<file path="config.mk">
export PLATFORM = sky130hd
export DESIGN_NAME = ysyx_22051468_wb_unit
export DESIGN_NICKNAME = d
export VERILOG_FILES = /design/src/rtl/ysyx_22051468_pkg.sv /design/src/rtl/ysyx_22051468_scoreboard.sv /design/src/rtl/ysyx_22051468_wb_unit.sv
export SDC_FILE = /design/constraint.sdc
export NUM_CORES = 1
export LEC_CHECK = 0
export CELL_PAD_IN_SITES_DETAIL_PLACEMENT = 1
export CELL_PAD_IN_SITES_GLOBAL_PLACEMENT = 2
export CORE_MARGIN = 2
export CORE_UTILIZATION = 40
export CTS_CLUSTER_DIAMETER = 120
export CTS_CLUSTER_SIZE = 20
export DETAILED_ROUTE_END_ITERATION = 6
export DONT_BUFFER_PORTS = 1
export HOLD_SLACK_MARGIN = 0.1
export PLACE_DENSITY_LB_ADDON = 0.1
export SYNTH_ARGS = -nofsm -noshare
export SYNTH_HDL_FRONTEND = slang
export SYNTH_SLANG_ARGS = --single-unit
</file>
<file path="constraint.sdc">
create_clock -name clk -period 2.9 [get_ports clk]
set_input_delay 0.435 -clock clk [delete_from_list [all_inputs] [get_ports clk]]
set_output_delay 0.435 -clock clk [all_outputs]
set_load 0.05 [all_outputs]
</file>
<file path="src/rtl/ysyx_22051468_pkg.sv">
// ysyx_22051468_pkg: shared writeback constants and long-result buffer state
package ysyx_22051468_pkg;
    localparam int WIDTH        = 64;
    localparam int REG_W        = 5;
    localparam int REG_NUM      = 32;
    localparam int STARVE_LIMIT = 4;
    typedef enum logic {WB_EMPTY, WB_HELD} wb_state_e;
endpackage

</file>
<file path="src/rtl/ysyx_22051468_scoreboard.sv">
// ysyx_22051468_scoreboard: per-register busy bits for outstanding long ops and the decode hazard
module ysyx_22051468_scoreboard #(
    parameter int REG_W   = ysyx_22051468_pkg::REG_W,
    parameter int REG_NUM = ysyx_22051468_pkg::REG_NUM
) (
    input  logic             clk,
    input  logic             rst_n,
    input  logic             iss_valid,
    input  logic             iss_long,
    input  logic [REG_W-1:0] iss_rd,
    input  logic [REG_W-1:0] iss_rs1,
    input  logic [REG_W-1:0] iss_rs2,
    input  logic             clr,
    input  logic [REG_W-1:0] clr_rd,
    output logic             hazard
);
    logic [REG_NUM-1:0] busy;
    logic [REG_NUM-1:0] set_mask;
    logic [REG_NUM-1:0] clr_mask;
    always_comb begin
        hazard   = iss_valid && (busy[iss_rs1] || busy[iss_rs2] || busy[iss_rd]);
        set_mask = (iss_valid && !hazard && iss_long) ? (REG_NUM'(1) << iss_rd) : '0;
        clr_mask = clr ? (REG_NUM'(1) << clr_rd) : '0;
    end
    // bit 0 is masked so x0 never reads as busy
    always_ff @(posedge clk or negedge rst_n)
        if (!rst_n) busy <= '0;
        else        busy <= (busy | set_mask) & ~clr_mask & ~REG_NUM'(1);
endmodule

</file>
<file path="src/rtl/ysyx_22051468_wb_unit.sv">
// ysyx_22051468_wb_unit: GPR writeback merging ALU and buffered long results; WB_PERF_CNT_EN adds perf counters
module ysyx_22051468_wb_unit
    import ysyx_22051468_pkg::*;
#(
    parameter int WIDTH        = ysyx_22051468_pkg::WIDTH,
    parameter int REG_W        = ysyx_22051468_pkg::REG_W,
    parameter int REG_NUM      = ysyx_22051468_pkg::REG_NUM,
    parameter int STARVE_LIMIT = ysyx_22051468_pkg::STARVE_LIMIT
) (
    input  logic             clk,
    input  logic             rst_n,
    input  logic             iss_valid_i,
    input  logic             iss_long_i,
    input  logic [REG_W-1:0] iss_rd_i,
    input  logic [REG_W-1:0] iss_rs1_i,
    input  logic [REG_W-1:0] iss_rs2_i,
    output logic             hazard_o,
    input  logic             alu_valid_i,
    input  logic [REG_W-1:0] alu_rd_i,
    input  logic [WIDTH-1:0] alu_data_i,
    input  logic             lsu_valid_i,
    output logic             lsu_ready_o,
    input  logic [REG_W-1:0] lsu_rd_i,
    input  logic [WIDTH-1:0] lsu_data_i,
    output logic             starve_o,
`ifdef WB_PERF_CNT_EN
    output logic [63:0]      perf_wr_cnt_o,
    output logic [63:0]      perf_defer_cnt_o,
`endif
    output logic [REG_W-1:0] rd_waddr_o,
    output logic [WIDTH-1:0] rd_wdata_o,
    output logic             wen_o
);
    localparam int CW = $clog2(STARVE_LIMIT + 1);
    wb_state_e        state, state_nxt;
    logic [REG_W-1:0] buf_rd, sel_rd;
    logic [WIDTH-1:0] buf_data, sel_data;
    logic [CW-1:0]    cnt, cnt_nxt;
    logic             drain, deferred, sel_valid, wr;
    always_comb begin
        lsu_ready_o = state == WB_EMPTY;
        drain       = state == WB_HELD && !alu_valid_i;
        deferred    = state == WB_HELD && alu_valid_i;
        state_nxt   = lsu_ready_o ? (lsu_valid_i ? WB_HELD : WB_EMPTY)
                                  : (alu_valid_i ? WB_HELD : WB_EMPTY);
        sel_valid   = alu_valid_i || drain;
        sel_rd      = alu_valid_i ? alu_rd_i : buf_rd;
        sel_data    = alu_valid_i ? alu_data_i : buf_data;
        wr          = sel_valid && sel_rd != '0;
        cnt_nxt     = drain ? '0 : (deferred && cnt != CW'(STARVE_LIMIT)) ? cnt + 1'b1 : cnt;
    end
    ysyx_22051468_scoreboard #(.REG_W(REG_W), .REG_NUM(REG_NUM)) u_sb (
        .clk       (clk),
        .rst_n     (rst_n),
        .iss_valid (iss_valid_i),
        .iss_long  (iss_long_i),
        .iss_rd    (iss_rd_i),
        .iss_rs1   (iss_rs1_i),
        .iss_rs2   (iss_rs2_i),
        .clr       (drain),
        .clr_rd    (buf_rd),
        .hazard    (hazard_o)
    );
    // starve_o is derived from the next count so it lines up with the counter itself
    always_ff @(posedge clk or negedge rst_n)
        if (!rst_n) begin
            state      <= WB_EMPTY;
            buf_rd     <= '0;
            buf_data   <= '0;
            cnt        <= '0;
            starve_o   <= 1'b0;
            wen_o      <= 1'b0;
            rd_waddr_o <= '0;
            rd_wdata_o <= '0;
        end else begin
            state    <= state_nxt;
            cnt      <= cnt_nxt;
            starve_o <= cnt_nxt >= CW'(STARVE_LIMIT);
            wen_o    <= wr;
            if (lsu_ready_o && lsu_valid_i) begin
                buf_rd   <= lsu_rd_i;
                buf_data <= lsu_data_i;
            end
            if (wr) begin
                rd_waddr_o <= sel_rd;
                rd_wdata_o <= sel_data;
            end
        end
`ifdef WB_PERF_CNT_EN
    always_ff @(posedge clk or negedge rst_n)
        if (!rst_n) begin
            perf_wr_cnt_o    <= '0;
            perf_defer_cnt_o <= '0;
        end else begin
            perf_wr_cnt_o    <= perf_wr_cnt_o + 64'(wen_o);
            perf_defer_cnt_o <= perf_defer_cnt_o + 64'(deferred);
        end
`endif
endmodule

</file>
* Yosys cells after proc, flatten, opt, wreduce, memory -nomap -nowiden
Index checks and enable logic that the tools add are counted.
** Word-level totals
- Register bits after elaboration :: 175
- Input port bits :: 159
- Word-level logic and storage cells :: 50
** Operators by class
- Add/subtract/negate cells :: 1
- $lt $le $gt $ge :: 4
- Equality and inequality tests :: 1
- Shifts and indexed selects :: 2
- Multiplexer cells :: 15
- Bitwise operators :: 4
- Reduce and logical (&&, ||, !) cells :: 14
** Operators with widths (count)
- 32-bit two-way mux :: 2
- 64-bit two-way mux :: 1
- 1-bit by 5-bit << shifter with 32-bit output, first input constant :: 2
- 32-bit bitwise AND :: 1
- 32-bit NOT :: 1
- 32-bit bitwise OR :: 1
- 5-bit by 6-bit < comparator with 1-bit output, second input constant :: 3
- 1-bit binary-select mux with 5-bit select :: 3
- 1-bit logical AND :: 8
- 1-bit two-way mux :: 6
- 3-bit two-way mux :: 2
- 5-bit two-way mux :: 1
- 5-bit nonzero test :: 1
- 3-bit by 1-bit adder with 3-bit output, second input constant :: 1
- 3-bit greater-or-equal comparator, second input constant :: 1
- 1-bit logical OR :: 3
- 3-bit inequality test, second input constant :: 1
- 1-bit zero test :: 2
- 1-bit NOT :: 1

* Longest topological paths before layout
- Depth after elaboration :: 11
- Depth in mapped cells :: 9

* Cells and area by module
A second synthesis with hierarchy kept.
** Second synthesis, totals
- Cell total of the unflattened synthesis :: 788
- Area, all modules :: 9150.0 um2
** Modules (own cells, without submodules)
- ysyx_22051468_wb_unit :: times used 1, cells an instance 517, area each 6710.2 um2
- ysyx_22051468_scoreboard :: times used 1, cells an instance 271, area each 2439.8 um2

* Worst setup path before layout
Ideal clock, no wire load.
- Path type :: input to output
- Start point :: input iss_rs1_i[0]
- End point :: output hazard_o
- Arrival :: 3.082 ns
- Setup slack :: -0.617 ns
- Cell stages on the path :: 6
- Path through :: buf_2 -> mux4_2 -> a2111oi_0 -> nor4_2 -> and2_1 -> a21boi_0
** On the way
- Word-level cells in the longest chain between the ends :: 5
** RTL lines
- start, declared :: RTL line ysyx_22051468_wb_unit.sv:15 : input logic [REG_W-1:0] iss_rs1_i,
- 1-bit binary-select mux with 5-bit select :: RTL line ysyx_22051468_scoreboard.sv:21 : hazard = iss_valid && (busy[iss_rs1] || busy[iss_rs2] || busy[iss_rd]);
- 1-bit two-way mux (not written as such) :: RTL line ysyx_22051468_scoreboard.sv:21
- 1-bit logical OR (2 in series) :: RTL line ysyx_22051468_scoreboard.sv:21
- 1-bit logical AND :: RTL line ysyx_22051468_scoreboard.sv:21
- end, declared :: RTL line ysyx_22051468_wb_unit.sv:17 : output logic hazard_o,
Every way passes these cells. The select of a mux whose other input is x is not followed.

* Worst setup path in the final report
- Start point :: register u_sb.busy[19]
- End point :: output hazard_o
** On the way
- Word-level cells in the longest chain between the ends :: 5
- Elaborated cells on any way between the ends :: 9
** RTL lines
- start, declared :: RTL line ysyx_22051468_scoreboard.sv:17 : logic [REG_NUM-1:0] busy;
- start signal, assigned :: RTL line ysyx_22051468_scoreboard.sv:28 : else busy <= (busy | set_mask) & ~clr_mask & ~REG_NUM'(1);
- 1-bit binary-select mux with 5-bit select :: RTL line ysyx_22051468_scoreboard.sv:21
- 1-bit two-way mux (not written as such) :: RTL line ysyx_22051468_scoreboard.sv:21
- 1-bit logical OR :: RTL line ysyx_22051468_scoreboard.sv:21
- 1-bit logical OR (*) :: RTL line ysyx_22051468_scoreboard.sv:21
- 1-bit logical AND (*) :: RTL line ysyx_22051468_scoreboard.sv:21
Every way passes the cells marked *; elsewhere a longest branch is shown, timed or not. The select of a mux whose other input is x is not followed.

==> results.md <==
* Status: complete, but fails checks
* Violated checks: negative hold slack
* Worst-Margin Slew at 0.9602 ns
* CTS max path bufs at 2
* Hold Path Class: primary input to async pin
* Largest net degree at the start of global routing at 175
* Power, Total at 0.007240 W
* Final worst slack at 0.08282 ns
* CP startpoint: u_sb.busy[19]
* Reg2reg start: u_sb.busy[10]
* Total leakage power at 3.830 nW
* Avg WL per Cell at 23.51 µm
* Fmax at 0.3550 GHz
* Pre-CTS WS at 0.2679 ns
* Flop2flop setup slack at 0.35 ns
* TritonCTS clock tree: built
* Worst EP required at 2.47 ns
* Post-synthesis sequential element count at 174
* Reg2Reg Depth at 6
* Buffer type at the clock tree root: clkbuf_16
* Die X at 148.0 µm
* P&R area growth vs syn at 12.22%
* Mapped Cells at 743
* Synthesized area per cell at 11.17 µm²
* Setup crit end: hazard_o
* Crit end category: output port
* Pwr Density at 777.7 nW/µm²
* Worst R2R End: u_sb.busy[11]
* Vias at 5960
* Sequential area share after synthesis at 52.48%
* Critical Path AT at 2.38 ns
* Layout cell share with drive strength beyond 1 at 20.08%
* Cts bufs inserted at 17
* Drt drc at 0
* Max H-tree Level at 4
* Fin Hold WS at -0.3032 ns
* Hold Fails Final Rpt at 174
* Clk pin slew, worst setup/hold paths at 0.08 ns
* DP Wirelength at 16770 µm
* Final setup viols at 0
* RSZ-0062 raised after global routing: false
* Post-Route WL at 23840 µm
* Synthesized Nets at 904
* Yosys warns at 0
* Initial antenna violation count at 4
* FFs w/ async S/R, synth at 100.0%
* Fill cells at 2193
* Total GRT Usage at 21.74%
* Nets@finish at 891
* Worst skew pair latency at 0.43 ns
* Unique masters post-synth at 46
* Drt first-iter violations at 297
* Core footprint at 20300 µm²
* Slew margin rel. at 35.50%
* Max_cap viols at 0
* First-pass GRT wire length at 36670 µm
* I/O Buffers at 0
* Placement row count at 52
* Gpl congestion at 0.8791
* Number of global-route vias before repair at 6320
* Ratio of final minimum period to clock period at 97.14%
* Critical path class: register to output port
* Final Slew Violations at 0
* Num ports at 232
* Initial core utilization at 40.87%
* Dpl cell area at 8566 µm²
* Min cycle time layout at 2.817 ns
* Final Skew at 0.01377 ns
* Die area at 21910 µm²
* Num Clock Sinks at 174
* Worst vdd ir at 0.0005316 V
* Setup crit start kind: register
* Main synth FF type: dfrtp_1
* Detail Route Antenna Nets at 0
* Die Y at 148.0 µm
* GRT Residual Overflow at 0
* Post-synth EDFFs at 0
* Final setup TNS at 0 ns
* Cell area after synthesis at 8297 µm²
* Peak fanout along the critical path at 4
* DR pass1 iterations at 5
* Number of vias per cell at 5.878
* Final Instance Area at 9310 µm²
[power breakdown]
group          switching (W)  internal (W)  leakage, nW
Combinational       0.000467      0.000473         1.45
Sequential           0.00106       0.00284         2.08
Clock                0.00114       0.00125        0.299
Total                0.00267       0.00457         3.83
[state kept, by name, summed over array words and instances (netlist names)]
register    count
rd_waddr_o      5
rd_wdata_o     64
wen_o           1
state           1
u_sb.busy      31
buf_rd          5
buf_data       64
cnt             3
[cells in the final DEF (no fill, tap or decap), drive strengths merged, types with 5 or more instances in the layout]
cell | netlist | layout
mux2 | 74 | 74
nand2 | 23 | 23
nor2 | 73 | 73
nand4 | 9 | 9
o21ai | 5 | 5
buf | 4 | 18
clkinv | 0 | 5
nor4 | 5 | 5
mux4 | 13 | 13
o32ai | 9 | 9
a21oi | 101 | 101
nor3 | 7 | 7
nand3 | 5 | 5
mux2i | 72 | 72
o22ai | 22 | 22
nor2b | 8 | 8
dfrtp | 174 | 174
o2111ai | 5 | 5
clkbuf | 46 | 17
inv | 43 | 51
[per-stage QoR]
step | cells | util [%] | hold slack [ns]
after detailed placement | 973 | 42.20 | 0.1434
after CTS | 1005 | 45.34 | -0.3243
after global routing | 1012 | 45.84 | -0.3367
after floorplan | 743 | - | 0.1394
after global placement | 973 | 42.20 | 0.1433
final | 1014 | 45.86 | -0.3032
[logic make-up (layout without fill, tap and decap cells)]
group	count (synthesis)	count (layout)	share of synthesized area [%]
adders and majority gates	2	2	0.3016
DFF	174	174	52.48
other	0	2	0
and+or+nand+nor	148	148	8.505
AOI/OAI and AO/OA	167	167	12.20
muxes	159	159	22.26
buffers and inverters	93	92	4.253
[worst max-delay path: stages (launching register included)]
cell	delay [ns]
dfrtp_1	0.43
inv_1	0.10
mux4_2	0.47
o31ai_2	0.34
nor4_4	0.10
and2_1	0.20
a21boi_2	0.15
buf_6	0.17
[synthesized netlist by cell type, types with 4 or more instances]
cell / number / area, µm²
mux4_2: 13 / 292.8
nor2b_1: 8 / 50.05
nand2_1: 23 / 86.33
a21oi_1: 101 / 505.5
o21ai_0: 5 / 25.02
clkbuf_1: 46 / 172.7
inv_1: 43 / 161.4
nor2_1: 73 / 274.0
o32ai_1: 9 / 78.83
o2111ai_1: 5 / 43.79
nor3_1: 7 / 35.03
o22ai_1: 22 / 137.6
nand3_1: 5 / 25.02
dfrtp_1: 174 / 4354
mux2i_1: 72 / 720.7
mux2_2: 74 / 833.3
nand4_1: 9 / 56.30
o2111a_1: 4 / 45.04
[per-layer routing]
metal | GRT usage (%) | share of wire [%] | routed length [µm] | vias to the layer above
li1 | - | - | - | 2663
met1 | 26.33 | 39 | 9386 | 3013
met2 | 35.30 | 48 | 11540 | 234
met3 | 8.951 | 9.5 | 2262 | 46
met4 | 7.286 | 2.6 | 627 | 4
met5 | 0 | 0.088 | 21 | -
[layout make-up]
type	instances	area (µm²)	area share (%)
sequential	174	4354	46.77
multi-input combinational	476	3674	39.46
clock buffer	17	425.4	4.569
tap	270	337.8	3.629
clock inverter	14	188.9	2.029
timing repair buffer	18	163.9	1.761
inverter	43	161.4	1.734
antenna	2	5.005	0.05376
[timing repair]
action	CTS	global route
pin swaps	1	2
buffers inserted	1	7
endpoints found under the setup margin	1	1
hold endpoints to repair	174	174
gates resized for setup	4	7
[how the worst min path moves through the flow]
| stage | startpoint | end | slack (ns) | cells after the start |
|---|---|---|---|---|
| global placement | rst_n | wen_o | 0.14 | 0 |
| finish | rst_n | wen_o | -0.30 | 0 |
| CTS | rst_n | wen_o | -0.32 | 0 |
| detailed placement | rst_n | wen_o | 0.14 | 0 |
| global route | rst_n | wen_o | -0.34 | 0 |
| floorplan | rst_n | buf_data[0] | 0.14 | 0 |
Note: power is estimated with default switching activity, not from simulation.
